<file path="src/rtl/jprog_pkg.sv">
// Shared definitions for the JTAG programming sequencer.
//   - jprog_op_e    : command opcodes carried on cmd_op
//   - jprog_state_e : sequencer FSM states (also exported on dbg_state)
//   - JPROG_AW/DW   : memory address / data widths
//   - JPROG_CW      : width of the per-state watchdog counter
package jprog_pkg;

  localparam int JPROG_AW = 8;
  localparam int JPROG_DW = 16;
  localparam int JPROG_CW = 16;

  typedef enum logic [1:0] {
    JPROG_SET_ADDR = 2'b00,
    JPROG_WRITE    = 2'b01,
    JPROG_READ     = 2'b10,
    JPROG_VERIFY   = 2'b11
  } jprog_op_e;

  typedef enum logic [1:0] {
    ST_IDLE = 2'd0,
    ST_REQ  = 2'd1,
    ST_WAIT = 2'd2,
    ST_RESP = 2'd3
  } jprog_state_e;

endpackage

</file>
<file path="src/rtl/jprog_wdog.sv">
// Per-state watchdog for the programming sequencer.
// Counts cycles spent in the current state and flags when the state's
// cycle limit has been reached.
//   clk       in  : clock
//   rst_n     in  : asynchronous active-low reset
//   restart_i in  : state is changing this cycle; count restarts at 0
//   limit_i   in  : cycle limit of the current state (0 = expires at once)
//   expired_o out : the current cycle is the limit_i-th cycle in the state
module jprog_wdog
  import jprog_pkg::*;
#(
  parameter int CW = JPROG_CW
) (
  input  logic          clk,
  input  logic          rst_n,
  input  logic          restart_i,
  input  logic [CW-1:0] limit_i,
  output logic          expired_o
);

  logic [CW-1:0] cnt_q;
  logic [CW-1:0] cnt_d;

  // cnt_q is the number of completed cycles in the state; it saturates so a
  // long stay cannot wrap back below the limit.
  always_comb begin
    cnt_d = cnt_q;
    if (restart_i) begin
      cnt_d = '0;
    end else if (cnt_q != '1) begin
      cnt_d = cnt_q + CW'(1);
    end
  end

  always_ff @(posedge clk or negedge rst_n) begin
    if (!rst_n) begin
      cnt_q <= '0;
    end else begin
      cnt_q <= cnt_d;
    end
  end

  // The cycle in progress is number cnt_q + 1; compare one bit wider so the
  // saturated count cannot overflow.
  assign expired_o = (({1'b0, cnt_q} + (CW+1)'(1)) >= {1'b0, limit_i});

endmodule

</file>
<file path="src/rtl/jtag_prog_seq.sv">
// JTAG programming command sequencer, placed in front of the memory
// controller. Each accepted command runs (at most) one sel/ready access and
// yields exactly one response. The address auto-increments after every
// completed access.
//
// Build option: JTAG_PROG_VERIFY_EN enables the VERIFY opcode (read and
// compare). Without it opcode 11 is answered with an error response, no
// access is made, and the compare logic is not built.
//
// Ports:
//   clk, sys_rst_n         : clock, asynchronous active-low reset
//   cmd_valid/ready/op/data: command stream from the JTAG decoder
//   rsp_valid/ready/data/err: response stream back to the decoder
//   sel, we, addr, wdata   : registered request to the memory controller
//   ready, rdata           : controller idle flag and read data
//   dbg_state              : current FSM state (jprog_state_e encoding)
//
// Stream handshakes (cmd_* and rsp_*): a transfer happens on a rising clk
// edge where valid and ready are both high; the producer holds valid and the
// payload stable until that edge, and ready never depends on valid.
module jtag_prog_seq
  import jprog_pkg::*;
#(
  parameter int ACK_TIMEOUT  = 8,
  parameter int DONE_TIMEOUT = 64
) (
  input  logic                clk,
  input  logic                sys_rst_n,
  input  logic                cmd_valid,
  output logic                cmd_ready,
  input  logic [1:0]          cmd_op,
  input  logic [JPROG_DW-1:0] cmd_data,
  output logic                rsp_valid,
  input  logic                rsp_ready,
  output logic [JPROG_DW-1:0] rsp_data,
  output logic                rsp_err,
  output logic                sel,
  output logic                we,
  output logic [JPROG_AW-1:0] addr,
  output logic [JPROG_DW-1:0] wdata,
  input  logic                ready,
  input  logic [JPROG_DW-1:0] rdata,
  output logic [1:0]          dbg_state
);

  jprog_state_e          state_q, state_d;
  logic                  sel_q, sel_d;
  logic                  we_q, we_d;
  logic [JPROG_AW-1:0]   addr_q, addr_d;
  logic [JPROG_DW-1:0]   wdata_q, wdata_d;
  logic [JPROG_DW-1:0]   rsp_data_q, rsp_data_d;
  logic                  rsp_err_q, rsp_err_d;
`ifdef JTAG_PROG_VERIFY_EN
  logic                  vfy_q, vfy_d;
  logic [JPROG_DW-1:0]   expd_q, expd_d;
`endif

  logic                  wd_restart;
  logic                  wd_expired;
  logic [JPROG_CW-1:0]   wd_limit;

  always_comb begin
    wd_limit = '0;
    case (state_q)
      ST_REQ:  wd_limit = JPROG_CW'(ACK_TIMEOUT);
      ST_WAIT: wd_limit = JPROG_CW'(DONE_TIMEOUT);
      default: wd_limit = '0;
    endcase
  end

  assign wd_restart = (state_d != state_q);

  jprog_wdog #(.CW(JPROG_CW)) u_wdog (
    .clk       (clk),
    .rst_n     (sys_rst_n),
    .restart_i (wd_restart),
    .limit_i   (wd_limit),
    .expired_o (wd_expired)
  );

  always_comb begin
    state_d    = state_q;
    sel_d      = sel_q;
    we_d       = we_q;
    addr_d     = addr_q;
    wdata_d    = wdata_q;
    rsp_data_d = rsp_data_q;
    rsp_err_d  = rsp_err_q;
`ifdef JTAG_PROG_VERIFY_EN
    vfy_d      = vfy_q;
    expd_d     = expd_q;
`endif

    case (state_q)
      ST_IDLE: begin
        if (cmd_valid) begin
          case (jprog_op_e'(cmd_op))
            JPROG_SET_ADDR: begin
              addr_d     = cmd_data[JPROG_AW-1:0];
              rsp_data_d = {{(JPROG_DW-JPROG_AW){1'b0}}, cmd_data[JPROG_AW-1:0]};
              rsp_err_d  = 1'b0;
              state_d    = ST_RESP;
            end
            JPROG_WRITE: begin
              we_d    = 1'b1;
              wdata_d = cmd_data;
              sel_d   = 1'b1;
              state_d = ST_REQ;
`ifdef JTAG_PROG_VERIFY_EN
              vfy_d   = 1'b0;
              expd_d  = cmd_data;
`endif
            end
            JPROG_READ: begin
              we_d    = 1'b0;
              sel_d   = 1'b1;
              state_d = ST_REQ;
`ifdef JTAG_PROG_VERIFY_EN
              vfy_d   = 1'b0;
              expd_d  = cmd_data;
`endif
            end
            JPROG_VERIFY: begin
`ifdef JTAG_PROG_VERIFY_EN
              we_d    = 1'b0;
              sel_d   = 1'b1;
              vfy_d   = 1'b1;
              expd_d  = cmd_data;
              state_d = ST_REQ;
`else
              // Illegal opcode in this build: answer with an error only.
              rsp_data_d = '0;
              rsp_err_d  = 1'b1;
              state_d    = ST_RESP;
`endif
            end
            default: state_d = ST_IDLE;
          endcase
        end
      end

      ST_REQ: begin
        if (wd_expired) begin
          sel_d      = 1'b0;
          rsp_data_d = '0;
          rsp_err_d  = 1'b1;
          state_d    = ST_RESP;
        end else if (!ready) begin
          // Controller has taken the request; release sel so its edge
          // detector sees a clean low period before the next access.
          sel_d   = 1'b0;
          state_d = ST_WAIT;
        end
      end

      ST_WAIT: begin
        // Timeout is checked first so it wins over a same-cycle completion.
        if (wd_expired) begin
          sel_d      = 1'b0;
          rsp_data_d = '0;
          rsp_err_d  = 1'b1;
          state_d    = ST_RESP;
        end else if (ready) begin
          rsp_data_d = we_q ? wdata_q : rdata;
`ifdef JTAG_PROG_VERIFY_EN
          rsp_err_d  = vfy_q && (rdata != expd_q);
`else
          rsp_err_d  = 1'b0;
`endif
          addr_d     = addr_q + JPROG_AW'(1);
          state_d    = ST_RESP;
        end
      end

      ST_RESP: begin
        if (rsp_ready) begin
          state_d = ST_IDLE;
        end
      end

      default: state_d = ST_IDLE;
    endcase
  end

  always_ff @(posedge clk or negedge sys_rst_n) begin
    if (!sys_rst_n) begin
      state_q    <= ST_IDLE;
      sel_q      <= 1'b0;
      we_q       <= 1'b0;
      addr_q     <= '0;
      wdata_q    <= '0;
      rsp_data_q <= '0;
      rsp_err_q  <= 1'b0;
`ifdef JTAG_PROG_VERIFY_EN
      vfy_q      <= 1'b0;
      expd_q     <= '0;
`endif
    end else begin
      state_q    <= state_d;
      sel_q      <= sel_d;
      we_q       <= we_d;
      addr_q     <= addr_d;
      wdata_q    <= wdata_d;
      rsp_data_q <= rsp_data_d;
      rsp_err_q  <= rsp_err_d;
`ifdef JTAG_PROG_VERIFY_EN
      vfy_q      <= vfy_d;
      expd_q     <= expd_d;
`endif
    end
  end

  assign cmd_ready = (state_q == ST_IDLE);
  assign rsp_valid = (state_q == ST_RESP);
  assign rsp_data  = rsp_data_q;
  assign rsp_err   = rsp_err_q;
  assign sel       = sel_q;
  assign we        = we_q;
  assign addr      = addr_q;
  assign wdata     = wdata_q;
  assign dbg_state = state_q;

endmodule

</file>
<file path="config.mk">
export PLATFORM = sky130hd
export DESIGN_NAME = jtag_prog_seq
export DESIGN_NICKNAME = d
export VERILOG_FILES = /design/src/rtl/jprog_pkg.sv /design/src/rtl/jprog_wdog.sv /design/src/rtl/jtag_prog_seq.sv
export SDC_FILE = /design/constraint.sdc
export NUM_CORES = 1
export LEC_CHECK = 0
export CAP_MARGIN = 20
export CORE_MARGIN = 8
export CORE_UTILIZATION = 50
export CTS_CLUSTER_SIZE = 20
export DETAILED_ROUTE_END_ITERATION = 8
export GPL_ROUTABILITY_DRIVEN = 0
export HOLD_SLACK_MARGIN = 0.02
export PLACE_DENSITY = 0.8
export SLEW_MARGIN = 20
export SYNTH_ARGS = -nofsm -noshare
export SYNTH_HDL_FRONTEND = slang
export SYNTH_SLANG_ARGS = --single-unit
</file>
<file path="constraint.sdc">
create_clock -name clk -period 3.8 [get_ports clk]
set_input_delay 0.76 -clock clk [delete_from_list [all_inputs] [get_ports clk]]
set_output_delay 0.76 -clock clk [all_outputs]
set_load 0.05 [all_outputs]
</file>
==> results by group, run 1 <==
Outcome
  – Status: finished, final reports clean

Layout
  – Multi-input logic area: 1959 sq um
  – # fillers: 577
  – Seq. cell area: 1526 sq um
  – Final net count: 501
  – N_diodes: 0
  – Fraction of layout cells with a size suffix above 1: 13.44%
  – Fin util: 66.85%
  – P&R area growth vs syn: 31.44%

Synthesis
  – Ys async rst share: 100.0%
  – Synth Net Count: 418
  – Post-synthesis cell area: 3630 sq um
  – Top cell type's share of synthesized area: 42.05%
  – Ys flop type: dfrtp_1
  – Register bit total from synthesis: 61
  – Sequential area share after synthesis: 42.05%
  – Most area-hungry cell type in the Yosys netlist: dfrtp_1
  – Number of library cell types mapped by synthesis: 53
  – Yosys warning total: 0
  – Post-synthesis cell count: 366
  – Post-synth EDFFs: 0
  – Synth top area cells: dfrtp_1 42%, mux2_2 6.8%, ha_1 4.5%
  – Mapped Avg Cell Area: 9.917 sq um

GRT
  – GRT overflow: 0
  – Largest net degree at the start of global routing: 39
  – Global Route Usage Sum: 20.11%
  – Initial antenna violation count: 0
  – First-pass GRT wire length: 16.26 mm
  – Vias in the first global route: 3360

Clock network
  – Post-CTS Hold Fix Bufs: 0
  – CTS tree: done
  – Root Buffer: clkbuf_8
  – CTS max path bufs: 2
  – Clock sink total: 61
  – Clock latency on the worst-skew pair: 0.34 ns
  – H-Tree Depth: 3
  – Post-CTS Setup Inserts: 0
  – CTS resizes: 0
  – Cts bufs inserted: 9
  – Worst-path clk slew: 0.07 ns

Routing
  – DR WL/cell: 17.92 microns
  – Initial detailed-routing violation count: 158
  – DR vias: 3123
  – # DRC: 0
  – Routed vias/inst: 5.647
  – Pre-antenna DRT Iters: 4
  – Post-route ant nets: 0
  – WL final: 9.909 mm

Setup path
  – Worst EP required: 4.06 ns
  – Crit path launch type: flip-flop
  – Crit-path slowest cell: dfrtp_1
  – Worst Path Buf+Inv: 0
  – Class of the most critical setup path: flip-flop to flip-flop
  – Delay-heaviest family, CP: simple AND/OR/NAND/NOR gates
  – Crit-path max FO: 8
  – Crit-path cells: ha_1 > and3_1 > nand3_1 > xnor2_1 > ha_1 > or3_4 > a2111oi_4 > and4_1 > and3_1 > a22oi_1 > o21ai_1
  – Setup crit end kind: flip-flop
  – CP Data Arrival Time: 3.74 ns
  – Worst path max stage delay: 0.47 ns

Timing
  – Setup-failing EPs final: 0
  – FMAX: 287.6 MHz
  – Fin crit share: 91.51%
  – RSZ-0062 raised after global routing: no
  – Setup TNS Final: 0 ns
  – Final Hold Fails: 0
  – Worst Skew: 0.007454 ns
  – Max-slew violations: 0
  – Post-layout minimum cycle time: 3.477 ns
  – Relative slew slack: 40.67%
  – Worst-Margin Slew: 0.8899 ns

Die
  – Die X: 101.2 microns
  – Core area: 7137 sq um
  – Die area: 10240 sq um
  – # IOs: 86
  – Die Ht: 101.2 microns
  – Initial core utilization: 50.86%
  – FP Rows: 31

Pwr
  – Pwr Density: 897.5 nW/um^2
  – Leak pwr: 2.049 nW
  – Worst vdd ir: 0.6220 mV
  – Total power: 4.282 mW

Place
  – Port bufs: 85
  – Detailed-placement wirelength estimate: 7.194 mm

Min path
  – Worst hold path class: flip-flop to flip-flop

Flow run
  – # Max-Cap Violations: 0
## worst paths after layout
kind | startpoint | to | slack (ns) | depth (start not counted)
worst max-delay path | u_wdog.cnt_q[0]$_DFFE_PN0P_ | rsp_data[3]$_DFFE_PN0P_ | 0.32 | 11
max in group asynchronous | sys_rst_n | u_wdog.cnt_q[6]$_DFFE_PN0P_ | 2.41 | 2
worst min-delay path | sel$_DFFE_PN0P_ | sel$_DFFE_PN0P_ | 0.48 | 2
worst max register to register | u_wdog.cnt_q[0]$_DFFE_PN0P_ | rsp_data[3]$_DFFE_PN0P_ | 0.32 | 11
min in group asynchronous | sys_rst_n | wdata[3]$_DFFE_PN0P_ | 0.54 | 1
worst min register to register | sel$_DFFE_PN0P_ | sel$_DFFE_PN0P_ | 0.48 | 2
## where the power goes
group          switching [mW]  internal (mW)  total [mW]  leakage, nW
logic                    1.67          0.908        2.58         1.15
registers               0.190          0.857        1.05        0.783
clock network           0.254          0.403       0.657        0.116
total                    2.11           2.17        4.28         2.05
## registers in the layout, summed over array words and instances, names as in the netlist
name          count
addr              8
dbg_state         2
we                1
wdata            16
u_wdog.cnt_q     16
sel               1
rsp_data         16
rsp_err           1
## synthesized netlist by cell type (5+ instances only)
cell      count
clkbuf_1     11
o31ai_1      11
nor2_1       26
xor2_1        9
o22ai_1       7
xnor2_1       5
mux2_2       22
ha_1         13
nor3_1        8
o21ai_1      11
nand4_1       8
and3_1        6
mux2i_1      16
nand3_1      12
inv_1        11
dfrtp_1      61
nand2_1      43
o21ai_0      16
a22oi_1       9
a21oi_1      11
## cell families (layout without fill, tap and decap cells)
family	Yosys count	after routing	synth area share, %
xor gates and xnor gates	15	15	4.137
buffers and inverters	31	119	3.964
adders and majority gates	13	13	4.481
AOI/OAI and AO/OA	82	82	15.72
and+or+nand+nor	126	126	18.41
muxes	38	38	11.24
DFF	61	61	42.05
## worst min-delay path: stages, from the launching register on
cell     delay, ns
dfrtp_1       0.35
nand2_1       0.05
o21ai_0       0.06
## area by class of cell
| class | instances | share of cell area [%] |
|---|---|---|
| repair buffers | 91 | 18.67 |
| inverters | 12 | 0.9441 |
| well taps | 99 | 2.596 |
| flip-flops and latches | 61 | 32.00 |
| multi-input cells | 274 | 41.07 |
| clock inverters | 4 | 1.469 |
| clock buffers | 12 | 3.252 |
## metal layers
| layer | part of all wire (%) | global-route usage, % | wire [microns] |
|---|---|---|---|
| met4 | 1.9 | 8.591 | 188 |
| met1 | 42 | 22.97 | 4181 |
| met5 | 0 | 0 | 0 |
| met2 | 48 | 32.84 | 4758 |
| met3 | 7.9 | 7.766 | 780 |
## cells in the final DEF, fill, tap and decap left out, types with 3 or more instances in the layout
master	instances
mux2_2	22
nor3b_1	3
nand4_1	8
ha_1	13
clkdlybuf4s50_1	84
clkbuf_8	11
nor3_1	8
inv_1	11
a22oi_1	9
nor2_1	26
nand2_1	43
xor2_1	9
nand3_1	12
dfrtp_1	61
o21ai_1	12
xnor2_1	5
nor4_2	3
mux2i_1	16
and3_1	6
nand3_2	3
o31ai_1	11
a21oi_1	11
buf_4	6
o21ai_0	15
o22ai_1	7
## through the flow
step	hold WS (ns)	cell area, sq um	cells	worst slack [ns]
2_1_floorplan	0.4644	3630	366	0.5939
6_report	0.4844	4771	553	0.3227
3_5_place_dp	0.4732	4546	537	0.3260
3_3_place_gp	0.4612	4546	537	0.4740
4_1_cts	0.4881	4771	553	0.3414
5_1_grt	0.5056	4771	553	0.1166
Power figures use the tool's default switching activity.
==> inputs of run 2 (changes only) <==
CTS_BUF_LIST = sky130_fd_sc_hd__clkbuf_8   (was not set)
==> run 2 against run 1 <==
Effect of this change: non-clock buffer count unchanged; design area unchanged; worst hold slack about the same; critical path type unchanged; fmax down 0.36%; cell count unchanged; sequential cell count unchanged; clock skew about the same; highest routed layer unchanged; routed wire length up 0.21%; register-to-register slack about the same; global-route usage unchanged; largest cell class unchanged.
==> results by group, run 2 (synthesis gave the netlist of run 1 again) <==
Outcome
  – Status: finished, final reports clean

Routing
  – Max Used Layer: met4
  – Post-route ant nets: 0 (unchanged)
  – Pre-antenna DRT Iters: 4 (unchanged)
  – # DRC: 0 (unchanged)
  – DR WL/cell: 17.96 microns (+0.21%)
  – Routed vias/inst: 5.655 (+0.13%)
  – Initial detailed-routing violation count: 159 (+0.63%)
  – Met2 Wirelength: 4.754 mm (about the same)
  – Routed wl met3: 768 microns (-1.5%)
  – WL final: 9.930 mm (+0.21%)
  – DR vias: 3127 (+0.13%)
  – WL met1: 4.202 mm (+0.50%)

Layout
  – Final net count: 501 (unchanged)
  – N_diodes: 0 (unchanged)
  – Commonest cells after routing, fill and taps aside: 84 x clkdlybuf4s50_1, 61 x dfrtp_1, 43 x nand2_1, 26 x nor2_1, 22 x mux2_2
  – P&R area growth vs syn: 31.44% (unchanged)
  – Fraction of layout cells with a size suffix above 1: 13.44% (unchanged)
  – Cell area after layout: 4771 sq um (unchanged)
  – Commonest non-fill, non-tap cell in the layout: clkdlybuf4s50_1
  – Fin cells: 553 (unchanged)
  – Fin util: 66.85% (unchanged)

GRT
  – Largest net degree at the start of global routing: 39 (unchanged)
  – First-pass GRT wire length: 16.26 mm (unchanged)
  – Initial antenna violation count: 0 (unchanged)
  – Vias in the first global route: 3360 (unchanged)
  – GRT overflow: 0 (unchanged)
  – Global Route Usage Sum: 20.11% (unchanged)

Die
  – # IOs: 86 (unchanged)
  – FP Rows: 31 (unchanged)
  – Initial core utilization: 50.86% (unchanged)
  – Core area: 7137 sq um (unchanged)
  – Die area: 10240 sq um (unchanged)
  – Die Ht: 101.2 microns (unchanged)
  – Die X: 101.2 microns (unchanged)

Setup path
  – Crit-path cells: ha_1 > and3_1 > nand3_1 > xnor2_1 > ha_1 > or3_4 > a2111oi_4 > and4_1 > and3_1 > a22oi_1 > o21ai_1
  – Worst EP required: 4.07 ns (about the same)
  – Crit path launch type: flip-flop
  – FF-to-FF path depth: 11 (unchanged)
  – Crit-path max FO: 8 (unchanged)
  – Worst path max stage delay: 0.47 ns (about the same)
  – Crit-path slowest cell: dfrtp_1
  – Class of the most critical setup path: flip-flop to flip-flop
  – CP Data Arrival Time: 3.76 ns (+0.02 ns)
  – Setup crit end kind: flip-flop

Flow run
  – # Max-Cap Violations: 0 (unchanged)

Place
  – Placed insts: 537 (unchanged)
  – Setup WS pre-CTS: 0.3260 ns (unchanged)
  – Port bufs: 85 (unchanged)
  – Cell Area, Placed: 4546 sq um (unchanged)
  – Detailed-placement wirelength estimate: 7.194 mm (unchanged)

Clock network
  – Clock sink total: 61 (unchanged)
  – CTS resizes: 0 (unchanged)
  – Worst-path clk slew: 0.07 ns (about the same)
  – Post-CTS Setup Inserts: 0 (unchanged)
  – Root Buffer: clkbuf_8
  – CTS max path bufs: 2 (unchanged)
  – Post-CTS Hold Fix Bufs: 0 (unchanged)
  – Cts bufs inserted: 9 (unchanged)
  – H-Tree Depth: 3 (unchanged)
  – Clock latency on the worst-skew pair: 0.34 ns (about the same)
  – CTS tree: done

Timing
  – Relative slew slack: 40.67% (about the same)
  – RSZ-0062 raised after global routing: no
  – Final worst slack: 0.3100 ns (-0.01265 ns)
  – Hold WS: 0.4844 ns (-0.00003200 ns)
  – Setup-failing EPs final: 0 (unchanged)
  – Final Hold Fails: 0 (unchanged)
  – Fin crit share: 91.84% (+0.33 points)
  – Worst-Margin Slew: 0.8900 ns (+0.00008667 ns)
  – Max-slew violations: 0 (unchanged)
  – Worst Skew: 0.007625 ns (+0.0001710 ns)
  – Setup TNS Final: 0 ns (unchanged)
  – Post-layout minimum cycle time: 3.490 ns (+0.01265 ns)
  – FMAX: 286.5 MHz (-0.36%)

Min path
  – Worst hold path class: flip-flop to flip-flop
  – Hold Path Stages: 2 (unchanged)

Pwr
  – Leak pwr: 2.053 nW (+0.20%)
  – Pwr Density: 897.6 nW/um^2 (about the same)
  – Total power: 4.282 mW (about the same)
  – Worst vdd ir: 0.6222 mV (about the same)
[run 2: changes by cell type in the layout (fill, tap and decap cells not counted), sizes merged]
cell	delta
inv	+1
clkbuf	-1
[run 2: layout make-up]
class	instances	area, sq um
well taps	99	123.9
fillers	577	2366
clock buffers	11	151.4
multi-input cells	274	1959
flip-flops and latches	61	1526
inverters	12	45.04
clock inverters	5	73.82
repair buffers	91	890.9
[run 2: worst paths after layout]
path                            slack, ns                   startpoint                          end
worst max-delay path                 0.31  u_wdog.cnt_q[0]$_DFFE_PN0P_      rsp_data[3]$_DFFE_PN0P_
max in group asynchronous            2.41                    sys_rst_n  u_wdog.cnt_q[6]$_DFFE_PN0P_
worst min register to register       0.48              sel$_DFFE_PN0P_              sel$_DFFE_PN0P_
min in group asynchronous            0.54                    sys_rst_n         wdata[3]$_DFFE_PN0P_
worst min-delay path                 0.48              sel$_DFFE_PN0P_              sel$_DFFE_PN0P_
worst max register to register       0.31  u_wdog.cnt_q[0]$_DFFE_PN0P_      rsp_data[3]$_DFFE_PN0P_
[run 2: metal layers]
layer	global-route usage [%]	up-vias
li1	-	1495
met1	22.97	1519
met2	32.84	93
met3	7.766	20
met4	8.591	0
met5	0	-
[run 2: critical path: cells and delay by family, from the launching register on]
kind | cells | cell delay [ns]
AOI/OAI and AO/OA | 3 | 0.71
xor gates and xnor gates | 1 | 0.16
adders and majority gates | 2 | 0.49
DFF | 1 | 0.47
and+or+nand+nor | 5 | 1.59
[run 2: power breakdown]
group | internal [mW] | switching [mW]
registers | 0.857 | 0.190
logic | 0.908 | 1.67
clock network | 0.401 | 0.255
==> inputs of run 3 (changes only) <==
SLEW_MARGIN = 5   (was 20)
==> run 3 against run 2 <==
Effect of this change: die area stayed put; critical path depth stayed put; highest routed layer unchanged; via count hardly changed; global-route usage stayed put; sequential share of layout area hardly changed; first-iteration DRC count is 20% lower; core utilization is 0.070 points higher.
==> results by group, run 3 (synthesis gave the netlist of run 1 again) <==
Outcome
  – Status: finished, final reports clean

Die
  – Die area: 10240 sq um (unchanged)
  – Core area: 7137 sq um (unchanged)
  – # IOs: 86 (unchanged)
  – Die X: 101.2 microns (unchanged)
  – FP Rows: 31 (unchanged)
  – Die Ht: 101.2 microns (unchanged)
  – Initial core utilization: 50.86% (unchanged)

Setup path
  – Crit path launch type: flip-flop
  – Worst EP required: 4.07 ns (about the same)
  – Crit-path max FO: 8 (unchanged)
  – CP Data Arrival Time: 3.75 ns (about the same)
  – Class of the most critical setup path: flip-flop to flip-flop
  – Setup crit end kind: flip-flop
  – Setup slack, reg-to-reg: 0.32 ns (about the same)

GRT
  – Met3 Use GR: 7.766% (unchanged)
  – GR met2 Demand/Resource: 32.84% (unchanged)
  – M1 GR Usage: 22.97% (unchanged)
  – First-pass GRT wire length: 16.26 mm (unchanged)
  – Most crowded layer after global routing: met2
  – Initial antenna violation count: 0 (unchanged)
  – GRT overflow: 0 (unchanged)
  – Largest net degree at the start of global routing: 39 (unchanged)
  – Vias in the first global route: 3360 (unchanged)
  – Global Route Usage Sum: 20.11% (unchanged)

Pwr
  – Worst vdd ir: 0.6224 mV (about the same)
  – Pint: 2.169 mW (+0.16%)
  – Pwr Density: 897.9 nW/um^2 (about the same)
  – Leak pwr: 2.057 nW (+0.23%)
  – Sequential share of power: 24.4% (about the same)
  – Comb power frac: 60.3% (about the same)
  – Switching Share: 49.43% (about the same)
  – Clock share of power: 15.3% (about the same)
  – Total power: 4.288 mW (+0.14%)
  – Sw Pwr: 2.120 mW (+0.11%)

Clock network
  – CTS tree: done
  – CTS resizes: 0 (unchanged)
  – H-Tree Depth: 3 (unchanged)
  – Clock sink total: 61 (unchanged)
  – Worst-path clk slew: 0.07 ns (about the same)
  – CTS max path bufs: 2 (unchanged)
  – Post-CTS Setup Inserts: 0 (unchanged)
  – Root Buffer: clkbuf_8
  – Cts bufs inserted: 9 (unchanged)
  – Post-CTS Hold Fix Bufs: 0 (unchanged)
  – Clock latency on the worst-skew pair: 0.34 ns (about the same)

Timing
  – Post-layout minimum cycle time: 3.483 ns (-0.007097 ns)
  – FMAX: 287.1 MHz (+0.20%)
  – Worst Skew: 0.007598 ns (-0.00002664 ns)
  – Final worst slack: 0.3171 ns (+0.007097 ns)
  – Final Hold Fails: 0 (unchanged)
  – Max-slew violations: 0 (unchanged)
  – Setup TNS Final: 0 ns (unchanged)
  – RSZ-0062 raised after global routing: no
  – Relative slew slack: 40.49% (-0.18 points)
  – Fin crit share: 91.66% (-0.19 points)
  – Hold WS: 0.4844 ns (+0.00003800 ns)
  – Worst-Margin Slew: 0.8927 ns (+0.002705 ns)
  – Setup-failing EPs final: 0 (unchanged)

Routing
  – Post-route ant nets: 0 (unchanged)
  – DR WL/cell: 17.94 microns (-0.11%)
  – Pre-antenna DRT Iters: 4 (unchanged)
  – DR vias: 3128 (+0.032%)
  – # DRC: 0 (unchanged)
  – WL final: 9.937 mm (about the same)
  – Routed vias/inst: 5.646 (-0.15%)
  – Initial detailed-routing violation count: 127 (-20%)

Layout
  – Cell area after layout: 4776 sq um (+0.10%)
  – N_diodes: 0 (unchanged)
  – Commonest cells after routing, fill and taps aside: 84 x clkdlybuf4s50_1, 61 x dfrtp_1, 43 x nand2_1, 26 x nor2_1, 22 x mux2_2
  – Final net count: 502 (+0.20%)
  – Fraction of layout cells with a size suffix above 1: 13.63% (+0.19 points)
  – P&R area growth vs syn: 31.58%
  – Fin util: 66.92% (+0.070 points)
  – Commonest non-fill, non-tap cell in the layout: clkdlybuf4s50_1
  – Fin cells: 554 (+0.18%)

Flow run
  – # Max-Cap Violations: 0 (unchanged)

Place
  – Setup WS pre-CTS: 0.3260 ns (unchanged)
  – Detailed-placement wirelength estimate: 7.194 mm (unchanged)
  – Cell Area, Placed: 4546 sq um (unchanged)
  – Port bufs: 85 (unchanged)
  – Placed insts: 537 (unchanged)

Min path
  – Worst hold path class: flip-flop to flip-flop
[run 3: final timing paths]
path / cells after the start / startpoint / to
max: 11 / u_wdog.cnt_q[0]$_DFFE_PN0P_ / rsp_data[3]$_DFFE_PN0P_
min: 2 / sel$_DFFE_PN0P_ / sel$_DFFE_PN0P_
max reg2reg: 11 / u_wdog.cnt_q[0]$_DFFE_PN0P_ / rsp_data[3]$_DFFE_PN0P_
min reg2reg: 2 / sel$_DFFE_PN0P_ / sel$_DFFE_PN0P_
max in group asynchronous: 2 / sys_rst_n / u_wdog.cnt_q[6]$_DFFE_PN0P_
min in group asynchronous: 1 / sys_rst_n / wdata[3]$_DFFE_PN0P_
[run 3: layout make-up]
| class | instances | area [sq um] |
|---|---|---|
| clock inverters | 5 | 73.82 |
| multi-input cells | 274 | 1959 |
| clock buffers | 11 | 151.4 |
| well taps | 99 | 123.9 |
| inverters | 12 | 45.04 |
| repair buffers | 92 | 895.9 |
| flip-flops and latches | 61 | 1526 |
| fillers | 576 | 2361 |
[run 3: power by group through the flow]
stage                     sequential (mW)  clock, mW  combinational [mW]
after floorplan                      1.68          0                1.24
after CTS                            1.05      0.667                2.59
after global routing                 1.07      0.694                2.76
after global placement               1.04          0                2.54
final                                1.05      0.655                2.59
after detailed placement             1.05          0                2.57
[run 3: per-layer routing]
layer / wire length [microns] / vias up
met5: 0 / -
met4: 203 / 0
met3: 756 / 19
met2: 4736 / 89
met1: 4241 / 1521
li1: - / 1499
[run 3: critical path: stages (launching register included)]
cell and delay, ns:
dfrtp_1 0.47, ha_1 0.31, and3_1 0.22, nand3_1 0.10, xnor2_1 0.16, ha_1 0.18, or3_4 0.39, a2111oi_4 0.44
and4_1 0.44, and3_1 0.42, a22oi_1 0.11, o21ai_1 0.16
